`src/rtl/seq_det_ctrl_if.sv`:
```
// Host/config and word-stream bundle for seq_det_ctrl.
// SEQ_DET_ABORT_EN adds the abort signal to the bundle.
interface seq_det_ctrl_if #(
    parameter int unsigned DW = 8,
    parameter int unsigned PW = 5,
    parameter int unsigned CW = 8
);
    logic          cfg_we;
    logic [PW-1:0] cfg_pattern;
    logic          cfg_ovl;
    logic [CW-1:0] cfg_thresh;
    logic          in_valid;
    logic [DW-1:0] in_data;
    logic          in_ready;
    logic          busy;
    logic          det_pulse;
    logic [CW-1:0] match_cnt;
    logic          thresh_hit;
`ifdef SEQ_DET_ABORT_EN
    logic          abort;
`endif

    modport master (
`ifdef SEQ_DET_ABORT_EN
        output abort,
`endif
        output cfg_we, cfg_pattern, cfg_ovl, cfg_thresh, in_valid, in_data,
        input  in_ready, busy, det_pulse, match_cnt, thresh_hit
    );

    modport slave (
`ifdef SEQ_DET_ABORT_EN
        input  abort,
`endif
        input  cfg_we, cfg_pattern, cfg_ovl, cfg_thresh, in_valid, in_data,
        output in_ready, busy, det_pulse, match_cnt, thresh_hit
    );
endinterface

```
`src/rtl/seq_det_ctrl.sv`:
```
// Word-to-bit scheduler and pattern-match controller for a serial sequence detector.
// Optional feature: define SEQ_DET_ABORT_EN to enable the mid-word abort input.
module seq_det_ctrl #(
    parameter int unsigned   DW      = 8,
    parameter int unsigned   PW      = 5,
    parameter int unsigned   CW      = 8,
    parameter logic [PW-1:0] DEF_PAT = PW'(5'b10100)
) (
    input  logic           clk,
    input  logic           rst,
    seq_det_ctrl_if.slave  bus
);
    localparam int unsigned BIW = $clog2(DW);
    localparam int unsigned HCW = $clog2(PW + 1);
    localparam logic [BIW-1:0] LAST_IDX = BIW'(DW - 1);
    localparam logic [HCW-1:0] HC_FULL  = HCW'(PW);
    localparam logic [CW-1:0]  CNT_MAX  = '1;

    typedef enum logic {IDLE, SHIFT} state_e;

    state_e         state_q, state_d;
    logic [DW-1:0]  shreg_q, shreg_d;
    logic [BIW-1:0] bit_idx_q, bit_idx_d;
    logic [PW-1:0]  hist_q, hist_d;
    logic [HCW-1:0] hist_cnt_q, hist_cnt_d;
    logic [PW-1:0]  pat_q, pat_d;
    logic           ovl_q, ovl_d;
    logic [CW-1:0]  thresh_q, thresh_d;
    logic [CW-1:0]  match_cnt_q, match_cnt_d;
    logic           hit_q, hit_d;
    logic           det_q, det_d;

    logic           abort_c;
    logic           in_ready_c;
    logic           last_c;
    logic [PW-1:0]  hist_new_c;
    logic [HCW-1:0] hcnt_new_c;
    logic [CW-1:0]  cnt_inc_c;
    logic           match_c;

`ifdef SEQ_DET_ABORT_EN
    assign abort_c = bus.abort;
`else
    assign abort_c = 1'b0;
`endif

    // State register
    always_ff @(posedge clk) begin
        if (rst) begin
            state_q     <= IDLE;
            shreg_q     <= '0;
            bit_idx_q   <= '0;
            hist_q      <= '0;
            hist_cnt_q  <= '0;
            pat_q       <= DEF_PAT;
            ovl_q       <= 1'b1;
            thresh_q    <= '0;
            match_cnt_q <= '0;
            hit_q       <= 1'b0;
            det_q       <= 1'b0;
        end else begin
            state_q     <= state_d;
            shreg_q     <= shreg_d;
            bit_idx_q   <= bit_idx_d;
            hist_q      <= hist_d;
            hist_cnt_q  <= hist_cnt_d;
            pat_q       <= pat_d;
            ovl_q       <= ovl_d;
            thresh_q    <= thresh_d;
            match_cnt_q <= match_cnt_d;
            hit_q       <= hit_d;
            det_q       <= det_d;
        end
    end

    // Next-state, handshake and match evaluation
    always_comb begin
        state_d     = state_q;
        shreg_d     = shreg_q;
        bit_idx_d   = bit_idx_q;
        hist_d      = hist_q;
        hist_cnt_d  = hist_cnt_q;
        pat_d       = pat_q;
        ovl_d       = ovl_q;
        thresh_d    = thresh_q;
        match_cnt_d = match_cnt_q;
        hit_d       = hit_q;
        det_d       = 1'b0;
        in_ready_c  = 1'b0;
        match_c     = 1'b0;

        last_c     = (bit_idx_q == LAST_IDX);
        hist_new_c = PW'({hist_q, shreg_q[DW-1]});
        hcnt_new_c = (hist_cnt_q == HC_FULL) ? HC_FULL : hist_cnt_q + HCW'(1);
        cnt_inc_c  = (match_cnt_q == CNT_MAX) ? match_cnt_q : match_cnt_q + CW'(1);

        case (state_q)
            IDLE: begin
                in_ready_c = ~bus.cfg_we;
                if (bus.cfg_we) begin
                    pat_d       = bus.cfg_pattern;
                    ovl_d       = bus.cfg_ovl;
                    thresh_d    = bus.cfg_thresh;
                    hist_d      = '0;
                    hist_cnt_d  = '0;
                    match_cnt_d = '0;
                    hit_d       = 1'b0;
                end else if (bus.in_valid) begin
                    shreg_d   = bus.in_data;
                    bit_idx_d = '0;
                    state_d   = SHIFT;
                end
            end
            SHIFT: begin
                // Withhold ready during abort so a word is never accepted and dropped
                in_ready_c = last_c & ~abort_c;
                if (abort_c) begin
                    state_d    = IDLE;
                    hist_d     = '0;
                    hist_cnt_d = '0;
                end else begin
                    hist_d     = hist_new_c;
                    hist_cnt_d = hcnt_new_c;
                    match_c    = (hist_new_c == pat_q) && (hcnt_new_c == HC_FULL);
                    if (match_c) begin
                        det_d       = 1'b1;
                        match_cnt_d = cnt_inc_c;
                        if ((thresh_q != '0) && (cnt_inc_c == thresh_q)) begin
                            hit_d = 1'b1;
                        end
                        if (!ovl_q) begin
                            hist_cnt_d = '0;
                        end
                    end
                    if (last_c) begin
                        if (bus.in_valid) begin
                            shreg_d   = bus.in_data;
                            bit_idx_d = '0;
                        end else begin
                            state_d = IDLE;
                        end
                    end else begin
                        shreg_d   = shreg_q << 1;
                        bit_idx_d = bit_idx_q + BIW'(1);
                    end
                end
            end
            default: state_d = IDLE;
        endcase
    end

    assign bus.in_ready   = in_ready_c;
    assign bus.busy       = (state_q == SHIFT);
    assign bus.det_pulse  = det_q;
    assign bus.match_cnt  = match_cnt_q;
    assign bus.thresh_hit = hit_q;

endmodule

```
`src/flat_wrapper.sv`:
```
// flat-port wrapper written by rule: the top's interface ports become plain ports
module seq_det_ctrl_flat 
#(
    parameter int unsigned   DW      = 8,
    parameter int unsigned   PW      = 5,
    parameter int unsigned   CW      = 8,
    parameter logic [PW-1:0] DEF_PAT = PW'(5'b10100)
)
  (clk, rst, bus_cfg_we, bus_cfg_pattern, bus_cfg_ovl, bus_cfg_thresh, bus_in_valid, bus_in_data, bus_in_ready, bus_busy, bus_det_pulse, bus_match_cnt, bus_thresh_hit);
  seq_det_ctrl_if #(.DW(DW), .PW(PW), .CW(CW)) bus_i ();
  input  logic clk;
  input  logic rst;
  input wire logic [$bits(bus_i.cfg_we)-1:0] bus_cfg_we;
  input wire logic [$bits(bus_i.cfg_pattern)-1:0] bus_cfg_pattern;
  input wire logic [$bits(bus_i.cfg_ovl)-1:0] bus_cfg_ovl;
  input wire logic [$bits(bus_i.cfg_thresh)-1:0] bus_cfg_thresh;
  input wire logic [$bits(bus_i.in_valid)-1:0] bus_in_valid;
  input wire logic [$bits(bus_i.in_data)-1:0] bus_in_data;
  output wire logic [$bits(bus_i.in_ready)-1:0] bus_in_ready;
  output wire logic [$bits(bus_i.busy)-1:0] bus_busy;
  output wire logic [$bits(bus_i.det_pulse)-1:0] bus_det_pulse;
  output wire logic [$bits(bus_i.match_cnt)-1:0] bus_match_cnt;
  output wire logic [$bits(bus_i.thresh_hit)-1:0] bus_thresh_hit;
  assign bus_i.cfg_we = bus_cfg_we;
  assign bus_i.cfg_pattern = bus_cfg_pattern;
  assign bus_i.cfg_ovl = bus_cfg_ovl;
  assign bus_i.cfg_thresh = bus_cfg_thresh;
  assign bus_i.in_valid = bus_in_valid;
  assign bus_i.in_data = bus_in_data;
  assign bus_in_ready = bus_i.in_ready;
  assign bus_busy = bus_i.busy;
  assign bus_det_pulse = bus_i.det_pulse;
  assign bus_match_cnt = bus_i.match_cnt;
  assign bus_thresh_hit = bus_i.thresh_hit;
  seq_det_ctrl #(.DW(DW), .PW(PW), .CW(CW), .DEF_PAT(DEF_PAT)) u_core (.clk(clk), .rst(rst), .bus(bus_i));
endmodule
```
`config.mk`:
```
export PLATFORM = sky130hd
export DESIGN_NAME = seq_det_ctrl_flat
export DESIGN_NICKNAME = d
export VERILOG_FILES = /design/src/rtl/seq_det_ctrl_if.sv /design/src/rtl/seq_det_ctrl.sv /design/src/flat_wrapper.sv
export SDC_FILE = /design/constraint.sdc
export NUM_CORES = 1
export LEC_CHECK = 0
export ABC_AREA = 1
export BUFFER_PORTS_ARGS = -buffer_cell sky130_fd_sc_hd__buf_2
export CORE_MARGIN = 3
export CORE_UTILIZATION = 52
export CTS_BUF_LIST = sky130_fd_sc_hd__clkbuf_8
export CTS_CLUSTER_DIAMETER = 50
export DETAILED_ROUTE_END_ITERATION = 10
export PLACE_DENSITY_LB_ADDON = 0.15
export SYNTH_ARGS = -nofsm -noshare
export SYNTH_HDL_FRONTEND = slang
export SYNTH_SLANG_ARGS = --single-unit
```
`constraint.sdc`:
```
create_clock -name clk -period 1.84 [get_ports clk]
set_clock_uncertainty 0.15 [all_clocks]
set_input_delay 0.184 -clock clk [delete_from_list [all_inputs] [get_ports clk]]
set_output_delay 0.184 -clock clk [all_outputs]
set_load 0.02 [all_outputs]
```
==> metrics.yaml, run 1 <==
run_status:
  status: "finished, final reports clean"
floorplanning:
  fp.coreArea_mm2: 0.00377
  die_w_um: 69.7
  dieArea_mm2: 0.00485
  die_h_um: 69.7
  initial_utilization_pct: 55.9
  num_rows: 22
  io_pins: 38
power:
  ir_worst_vdd_mv: 0.668
  switchingPower_mw: 0.513
  fin_total_pwr_mw: 2.01
  power_density_mw_per_mm2: 742
  swShare_pct: 25.6
  p_int_mw: 1.49
  clkPwrFrac_pct: 35.4
  power.leakage_nw: 1.27
  seqPwrFrac_pct: 50.6
  pwr-share-comb_pct: 14.0
synthesis:
  ys_types: 27
  avgSynthCellArea_um2: 7.07
  synth_cells: 298
  syn_nets: 327
  synth_area_leaders: "dfxtp_1 (41%), nand2_1 (13%), nor2_1 (6.9%)"
  netlist.area_leader.share_pct: 40.8
  synth_top_area_cell: "dfxtp_1"
  synth-seq-cells: 43
  synth_edf_count: 0
  yosysWarnings: 0
  synthesis.area_mm2: 0.00211
  async_flop_share_pct: 0
  ys.flop_type: "dfxtp_1"
  ys_seq_area_share_pct: 40.8
cells_and_area:
  antennaDiodeCount: 0
  final_common_cell: "nand2_1"
  fin_cells: 408
  syn2layout_area_growth_pct: 28.4
  fin_area_mm2: 0.00271
  layout_common_cells: "nand2_1 (72), dfxtp_1 (39), nor2_1 (38), buf_2 (37)"
  fin_nets: 389
  drive_gt1_share_pct: 24.2
  n_fill_cell: 311
sta:
  setup_viol: 0
  fmax_ghz: 0.560
  relSlewSlack_pct: 71.9
  period_minus_slack_ns: 1.78
  holdWs_ns: 0.0234
  hold_viol: 0
  tightestPinTransition_ns: 0.419
  rsz0062_at_grt: "yes"
  drv_slew: 0
  timing.final.crit_share_pct: 97.0
  setup_slack_ns: 0.0559
global_route:
  antenna_found_initial: 0
  grtUsageTotal_pct: 22.7
  grt_first_pass_wirelength_um: 8960
  grt_pass1_vias: 1967
  grt_max_degree: 26
  overflow: 0
detailed_routing:
  wl_per_cell_um: 13.2
  via_per_inst: 5.12
  dr.pass1.iters: 4
  vias: 2088
  drt-initial-drc-count: 167
  ant_nets: 0
  drc: 0
  routed_wl_um: 5380
clock_tree:
  cts_buffers: 5
  ctsRootBufferMaster: "clkbuf_8"
  path_clk_slew_ns: 0.07
  clock-sinks: 43
  tritoncts: "yes"
  h-tree-depth: 2
  cts_max_path_buffers: 2
  clock_latency_ns: 0.30
worst_setup_path:
  cp-start-kind: "register"
  critPathMaxFanout: 3
  end_kind: "primary output"
  reg2reg_slack_ns: 0.13
  required_ns: 1.51
  critPathKind: "register to primary output"
  crit_arrival_ns: 1.45
placed_design:
  portBuffers: 37
  pre_cts_ws_ns: 0.105
  place_congestion: 0.857
  dp.cells: 388
  place_area_mm2: 0.00242
  hpwl_um: 3680
job:
  drv_cap: 0
worst_hold_path:
  holdCritPathClass: "input pin to register"
cells by family (layout without fill, tap and decap cells):
kind of cell / count (synthesis) / count (layout) / synth area share (%)
adders and majority gates: 3 / 3 / 1.78
buffers and inverters: 34 / 96 / 6.17
AOI/OAI and AO/OA: 52 / 52 / 13.8
xor gates and xnor gates: 10 / 10 / 4.15
DFF: 43 / 43 / 40.8
and+or+nand+nor: 156 / 156 / 33.3
power groups by stage:
stage	sequential (mW)	combinational, mW	clock, mW
global route	1.02	0.320	0.749
floorplan	1.03	0.170	0
finish	1.02	0.281	0.711
global placement	1.04	0.252	0
CTS	1.02	0.275	0.714
detailed placement	1.04	0.258	0
per-stage QoR:
step,TNS (ns),utilization [%]
floorplan,0,-
global placement,0,64.2
detailed placement,0,64.2
CTS,0,69.9
global route,-0.0510,71.8
finish,0,71.8
worst max-delay path, cell delays in order (launching register included):
cell	delay [ns]
dfxtp_1	0.33
ha_1	0.21
ha_1	0.22
nor2_4	0.18
nor2_4	0.07
buf_2	0.16
Yosys cell counts, types with 2 or more instances:
| cell type | number |
|---|---|
| a21oi_1 | 25 |
| buf_2 | 2 |
| clkbuf_1 | 5 |
| dfxtp_1 | 43 |
| ha_1 | 3 |
| inv_1 | 24 |
| inv_2 | 2 |
| nand2_1 | 74 |
| nand2_2 | 4 |
| nand2_4 | 2 |
| nand3_1 | 17 |
| nand3b_1 | 2 |
| nor2_1 | 39 |
| nor2_2 | 3 |
| nor2_4 | 3 |
| nor3_1 | 9 |
| o21ai_0 | 19 |
| o21ai_2 | 2 |
| o221ai_1 | 4 |
| xnor2_1 | 5 |
| xor2_1 | 5 |
cell type report:
cell class                 instances  area (um2)  area share [%]
multi-input combinational        221        1170            43.2
sequential                        43         868            32.1
timing repair buffer              63         408            15.1
inverter                          26        97.6            3.61
clock buffer                       5        68.8            2.54
tap                               48        60.1            2.22
clock inverter                     2        33.8            1.25
path summary, 6_finish.rpt:
check	from	to	cells past startpoint
hold reg to reg	u_core.bit_idx_q[1]	u_core.bit_idx_q[1]	2
setup / recovery	u_core.bit_idx_q[0]	bus_in_ready	5
setup reg to reg	u_core.bus.match_cnt[0]	u_core.bus.thresh_hit	11
hold / removal	bus_cfg_thresh[6]	u_core.thresh_q[6]	3
registers in the layout (all words and copies together) (netlist names):
name,cells
u_core.bus.match_cnt,8
u_core.shreg_q,8
u_core.thresh_q,8
u_core.pat_q,5
u_core.hist_q,4
u_core.bit_idx_q,3
u_core.hist_cnt_q,3
u_core.bus.busy,1
u_core.bus.det_pulse,1
u_core.bus.thresh_hit,1
u_core.ovl_q,1
metal layers:
layer	vias up	GRT usage [%]	part of all wire (%)
li1	1088	-	-
met1	935	31.7	47
met2	56	34.9	47
met3	9	4.49	4.7
met4	0	7.87	1.9
met5	-	0	0
what timing repair did:
action,CTS,global route
endpoints found under the hold margin,11,0
gates resized for setup,0,14
buffers inserted,0,2
setup endpoints to repair,0,2
hold buffers,11,0
Power figures use the tool's default switching activity.
==> inputs of run 2 (changes only) <==
Settings changed: ABC_AREA 1 to 0.
==> metrics.yaml, run 2 <==
worst_setup_path:
  cp-start-kind: "register"  # unchanged
  cpPeakStageDelay_ns: 0.40  # was 0.33 ns
  worstPathCellList: "xor2_1 -> nor4_4 -> and4b_2 -> nand2_1 -> o21ai_1 -> nor2_1"  # was ha_1 -> ha_1 -> nor2_4 -> nor2_4 -> buf_2
  reg2reg_slack_ns: 0.04  # was 0.13 ns
  critPathMaxFanout: 6  # was 3
  cp.buffers_inverters: 0  # was 1
  required_ns: 1.87  # was 1.51 ns
  end_kind: "register"  # was primary output
  critPathKind: "register to register"  # was register to primary output
  crit_slowest_cell: "nor4_4"  # was dfxtp_1
  crit_arrival_ns: 1.82  # was 1.45 ns
  crit_family: "simple AND/OR/NAND/NOR gates"  # was adder cells
cells_and_area:
  fin_cells: 387  # was 408
  multi_input_area_mm2: 0.00131  # was 0.00117 mm2
  regArea_um2: 873  # was 868 um2
  final_util_pct: 69.6  # was 71.8%
  n_fill_cell: 348  # was 311
  layout_common_cells: "nand2_1 (48), buf_2 (37), dfxtp_1 (37), a21oi_1 (30), nor2_1 (24)"  # was nand2_1 (72), dfxtp_1 (39), nor2_1 (38), buf_2 (37)
  antennaDiodeCount: 0  # unchanged
  drive_gt1_share_pct: 26.4  # was 24.2%
  fin_nets: 365  # was 389
  final_common_cell: "nand2_1"  # unchanged
  fin_area_mm2: 0.00284  # was 0.00271 mm2
  syn2layout_area_growth_pct: 26.3  # was 28.4%
placed_design:
  pre_cts_ws_ns: 0.00955  # was 0.105 ns
  dp.cells: 364  # was 388
  place_area_mm2: 0.00254  # was 0.00242 mm2
  place_congestion: 0.899  # was 0.857
  portBuffers: 37  # unchanged
  hpwl_um: 3780  # was 3680 um
synthesis:
  yosys-top-cells-count: "nand2_1 (48), dfxtp_1 (43), a21oi_1 (30)"  # was nand2_1 (74), dfxtp_1 (43), nor2_1 (39)
  netlist.area_leader.share_pct: 38.2  # was 40.8%
  synth_area_leaders: "dfxtp_1 (38%), nand2_1 (8.0%), a21oi_1 (6.7%)"  # was dfxtp_1 (41%), nand2_1 (13%), nor2_1 (6.9%)
  synth_cells: 278  # was 298
  synth-seq-cells: 43  # unchanged
  yosysWarnings: 0  # unchanged
  avgSynthCellArea_um2: 8.10  # was 7.07 um2
  ys_seq_area_share_pct: 38.2  # was 40.8%
  ys_types: 44  # was 27
  synth_most_common_cell: "nand2_1"  # unchanged
  synth_edf_count: 0  # unchanged
  ys.flop_type: "dfxtp_1"  # unchanged
  async_flop_share_pct: 0  # unchanged
  synth_top_area_cell: "dfxtp_1"  # unchanged
  synthesis.area_mm2: 0.00225  # was 0.00211 mm2
  syn_nets: 307  # was 327
clock_tree:
  tritoncts: "yes"  # unchanged
  cts_buffers: 5  # unchanged
  ctsRootBufferMaster: "clkbuf_8"  # unchanged
  h-tree-depth: 2  # unchanged
  cts_max_path_buffers: 2  # unchanged
  clock-sinks: 43  # unchanged
  clock_latency_ns: 0.29  # was 0.30 ns
  path_clk_slew_ns: 0.08  # was 0.07 ns
detailed_routing:
  via_per_inst: 5.61  # was 5.12
  ant_nets: 0  # unchanged
  vias: 2173  # was 2088
  dr.pass1.iters: 4  # unchanged
  wl_per_cell_um: 14.1  # was 13.2 um
  drc: 0  # unchanged
  routed_wl_um: 5450  # was 5380 um
  drt-initial-drc-count: 202  # was 167
power:
  power.leakage_nw: 1.14  # was 1.27 nW
  power_density_mw_per_mm2: 702  # was 742 mW/mm2
  ir_worst_vdd_mv: 0.464  # was 0.668 mV
  fin_total_pwr_mw: 2.00  # was 2.01 mW
sta:
  tns_ns: 0  # unchanged
  tightestPinTransition_ns: 0.398  # was 0.419 ns
  hold_viol: 0  # unchanged
  period_minus_slack_ns: 1.80  # was 1.78 ns
  relSlewSlack_pct: 73.4  # was 71.9%
  fmax_ghz: 0.557  # was 0.560 GHz
  holdWs_ns: 0.0240  # was 0.0234 ns
  drv_slew: 0  # unchanged
  setup_slack_ns: 0.0434  # was 0.0559 ns
  setup_viol: 0  # unchanged
  rsz0062_at_grt: "yes"  # unchanged
  timing.final.crit_share_pct: 97.6  # was 97.0%
floorplanning:
  fp.coreArea_mm2: 0.00409  # was 0.00377 mm2
  die_w_um: 71.8  # was 69.7 um
  die_h_um: 71.8  # was 69.7 um
  num_rows: 23  # was 22
  io_pins: 38  # unchanged
  initial_utilization_pct: 55.1  # was 55.9%
  dieArea_mm2: 0.00516  # was 0.00485 mm2
global_route:
  grt_first_pass_wirelength_um: 9220  # was 8960 um
  grt_pass1_vias: 2026  # was 1967
  grt_max_degree: 24  # was 26
  antenna_found_initial: 0  # unchanged
  overflow: 0  # unchanged
  grtUsageTotal_pct: 22.1  # was 22.7%
job:
  drv_cap: 0  # unchanged
worst_hold_path:
  holdCritPathClass: "input pin to register"  # unchanged
run_status:
  status: "finished, final reports clean"  # unchanged
-- run 2: power breakdown --
part	internal (mW)	switching (mW)	leakage [nW]
sequential	0.971	0.0386	0.355
combinational	0.125	0.142	0.729
clock	0.398	0.324	0.0556
total	1.49	0.505	1.14
-- run 2: layout make-up --
type / count / share of cell area [%]
Timing Repair Buffer: 72 / 17.0
Tap cell: 50 / 2.20
Multi-Input combinational cell: 212 / 46.1
Sequential cell: 43 / 30.7
Clock buffer: 5 / 2.42
Inverter: 2 / 0.264
Clock inverter: 3 / 1.36
-- run 2: kinds of logic after synthesis --
logic type	share of synthesized area, %
compound gates	17.5
xor+xnor	5.83
fa+ha+maj	1.67
buf+inv	5.56
flops	38.2
mux	1.33
simple gates	29.9
-- run 2: path summary, 6_finish.rpt --
check,cells past startpoint,from,to
max,6,u_core.hist_q[2],u_core.bus.match_cnt[3]
min,3,bus_in_data[7],u_core.shreg_q[7]
max reg2reg,6,u_core.hist_q[2],u_core.bus.match_cnt[3]
min reg2reg,2,u_core.pat_q[1],u_core.pat_q[1]
-- run 2: repair_timing --
item	in CTS	in global routing
hold buffers	14	0
hold endpoints to repair	14	0
buffers inserted	0	1
resized for setup	0	15
endpoints found under the setup margin	0	6
-- run 2: worst register-to-register path: stages (launching register included) --
cell	delay (ns)
dfxtp_2	0.33
xor2_1	0.18
nor4_4	0.40
and4b_2	0.38
nand2_1	0.07
o21ai_1	0.09
nor2_1	0.09
-- run 2: routing by layer --
metal	vias to the layer above	track usage, %	wire length (um)
met4	0	6.89	84
met2	76	35.0	2480
met3	9	4.07	324
met1	994	30.6	2570
met5	-	0	0
li1	1094	-	-
==> inputs of run 3 (changes only) <==
Settings changed: CTS_BUF_LIST sky130_fd_sc_hd__clkbuf_8 to sky130_fd_sc_hd__clkbuf_4, SLEW_MARGIN from default to 20.
==> metrics.yaml, run 3 (same netlist as run 2, synthesis figures left out) <==
job:
  drv_cap: 0  # unchanged
placed_design:
  portBuffers: 37  # unchanged
  pre_cts_ws_ns: 0.00955  # unchanged
  place_area_mm2: 0.00254  # unchanged
  hpwl_um: 3780  # unchanged
  dp.cells: 364  # unchanged
  place_congestion: 0.899  # unchanged
detailed_routing:
  drt-initial-drc-count: 212  # was 202
  via_per_inst: 5.52  # was 5.61
  vias: 2193  # was 2173
  wl_per_cell_um: 14.0  # was 14.1 um
  drc: 0  # unchanged
  ant_nets: 0  # unchanged
  dr.pass1.iters: 4  # unchanged
  routed_wl_um: 5550  # was 5450 um
worst_setup_path:
  cp-start-kind: "register"  # unchanged
  r2r-start: "u_core.hist_q[2]"  # unchanged
  crit_arrival_ns: 1.91  # was 1.82 ns
  critPathMaxFanout: 6  # unchanged
  end_kind: "register"  # unchanged
  crit_start: "u_core.hist_q[2]"  # unchanged
  critPathKind: "register to register"  # unchanged
  required_ns: 1.94  # was 1.87 ns
sta:
  setup_viol: 0  # unchanged
  rsz0062_at_grt: "yes"  # unchanged
  fmax_ghz: 0.554  # was 0.557 GHz
  tightestPinTransition_ns: 0.406  # was 0.398 ns
  drv_slew: 0  # unchanged
  hold_viol: 0  # unchanged
  period_minus_slack_ns: 1.80  # about the same
  relSlewSlack_pct: 72.8  # was 73.4%
  setup_slack_ns: 0.0363  # was 0.0434 ns
  timing.final.crit_share_pct: 98.0  # was 97.6%
clock_tree:
  tritoncts: "yes"  # unchanged
  clock-sinks: 43  # unchanged
  ctsRootBufferMaster: "clkbuf_4"  # was clkbuf_8
  h-tree-depth: 2  # unchanged
  clock_latency_ns: 0.36  # was 0.29 ns
  path_clk_slew_ns: 0.14  # was 0.08 ns
  cts_buffers: 5  # unchanged
  cts_max_path_buffers: 2  # unchanged
power:
  ir_worst_vdd_mv: 0.493  # was 0.464 mV
  power_density_mw_per_mm2: 647  # was 702 mW/mm2
  power.leakage_nw: 1.17  # was 1.14 nW
  fin_total_pwr_mw: 1.88  # was 2.00 mW
cells_and_area:
  syn2layout_area_growth_pct: 29.3  # was 26.3%
  final_common_cell: "nand2_1"  # unchanged
  fin_cells: 397  # was 387
  fin_area_mm2: 0.00291  # was 0.00284 mm2
  fin_nets: 375  # was 365
  regArea_um2: 872  # was 873 um2
  n_fill_cell: 340  # was 348
  layout_common_cells: "nand2_1 (48), dfxtp_1 (38), buf_2 (37), a21oi_1 (30), nor2_1 (24)"  # was nand2_1 (48), buf_2 (37), dfxtp_1 (37), a21oi_1 (30), nor2_1 (24)
  multi_input_area_mm2: 0.00131  # about the same
  drive_gt1_share_pct: 26.8  # was 26.4%
  final_util_pct: 71.3  # was 69.6%
  antennaDiodeCount: 0  # unchanged
worst_hold_path:
  holdCritPathClass: "input pin to register"  # unchanged
  holdCritStartpoint: "bus_in_valid"  # was bus_in_data[7]
global_route:
  overflow: 0  # unchanged
  grt_max_degree: 24  # unchanged
  grt_pass1_vias: 2051  # was 2026
  grt_first_pass_wirelength_um: 9250  # was 9220 um
  grtUsageTotal_pct: 22.3  # was 22.1%
  antenna_found_initial: 0  # unchanged
floorplanning:
  initial_utilization_pct: 55.1  # unchanged
  num_rows: 23  # unchanged
  fp.coreArea_mm2: 0.00409  # unchanged
  io_pins: 38  # unchanged
  die_h_um: 71.8  # unchanged
  die_w_um: 71.8  # unchanged
  dieArea_mm2: 0.00516  # unchanged
run_status:
  status: "finished, final reports clean"  # unchanged
[run 3: metrics by stage]
| stage | hold WS (ns) | TNS, ns |
|---|---|---|
| after floorplan | 0.158 | 0 |
| after global placement | 0.243 | 0 |
| after detailed placement | 0.252 | 0 |
| after CTS | 0.0110 | 0 |
| after global routing | 0.0310 | -0.287 |
| final | 0.0231 | 0 |
[run 3: layer usage]
layer	GRT usage, %	up-vias	part of all wire (%)
li1	-	1116	-
met1	30.4	1002	46
met2	35.6	68	47
met3	4.07	7	5.9
met4	7.31	0	1.1
met5	0	-	0
[run 3: final cells by class]
type / instances / area share (%)
clock buffer: 5 / 1.29
clock inverter: 3 / 1.33
inverter: 2 / 0.258
multi-input combinational: 212 / 45.1
sequential: 43 / 29.9
tap: 50 / 2.15
timing repair buffer: 82 / 19.9
[run 3: critical path, stage by stage, from the launching register on]
cell and delay (ns):
dfxtp_2 0.35, xor2_1 0.18, nor4_4 0.39, and4b_2 0.38
nand2_1 0.07, o21ai_1 0.10, nor2_1 0.09
[run 3: power by group]
group          internal [mW]  total, mW  switching (mW)
Clock                  0.280      0.589           0.310
Combinational          0.139      0.284           0.145
Sequential             0.971       1.01          0.0397
Total                   1.39       1.88           0.495
[run 3: worst paths after layout]
| check | cells past startpoint | end | slack, ns |
|---|---|---|---|
| worst max-delay path | 6 | u_core.bus.match_cnt[3] | 0.04 |
| worst min-delay path | 3 | u_core.shreg_q[1] | 0.02 |
| worst max register to register | 6 | u_core.bus.match_cnt[3] | 0.04 |
| worst min register to register | 2 | u_core.pat_q[3] | 0.33 |
[run 3: timing repair]
item | 4_1_cts | 5_1_grt
resized for setup | 0 | 18
setup buffers | 0 | 2
hold buffers | 23 | 0
endpoints found under the hold margin | 23 | 0
endpoints found under the setup margin | 0 | 9
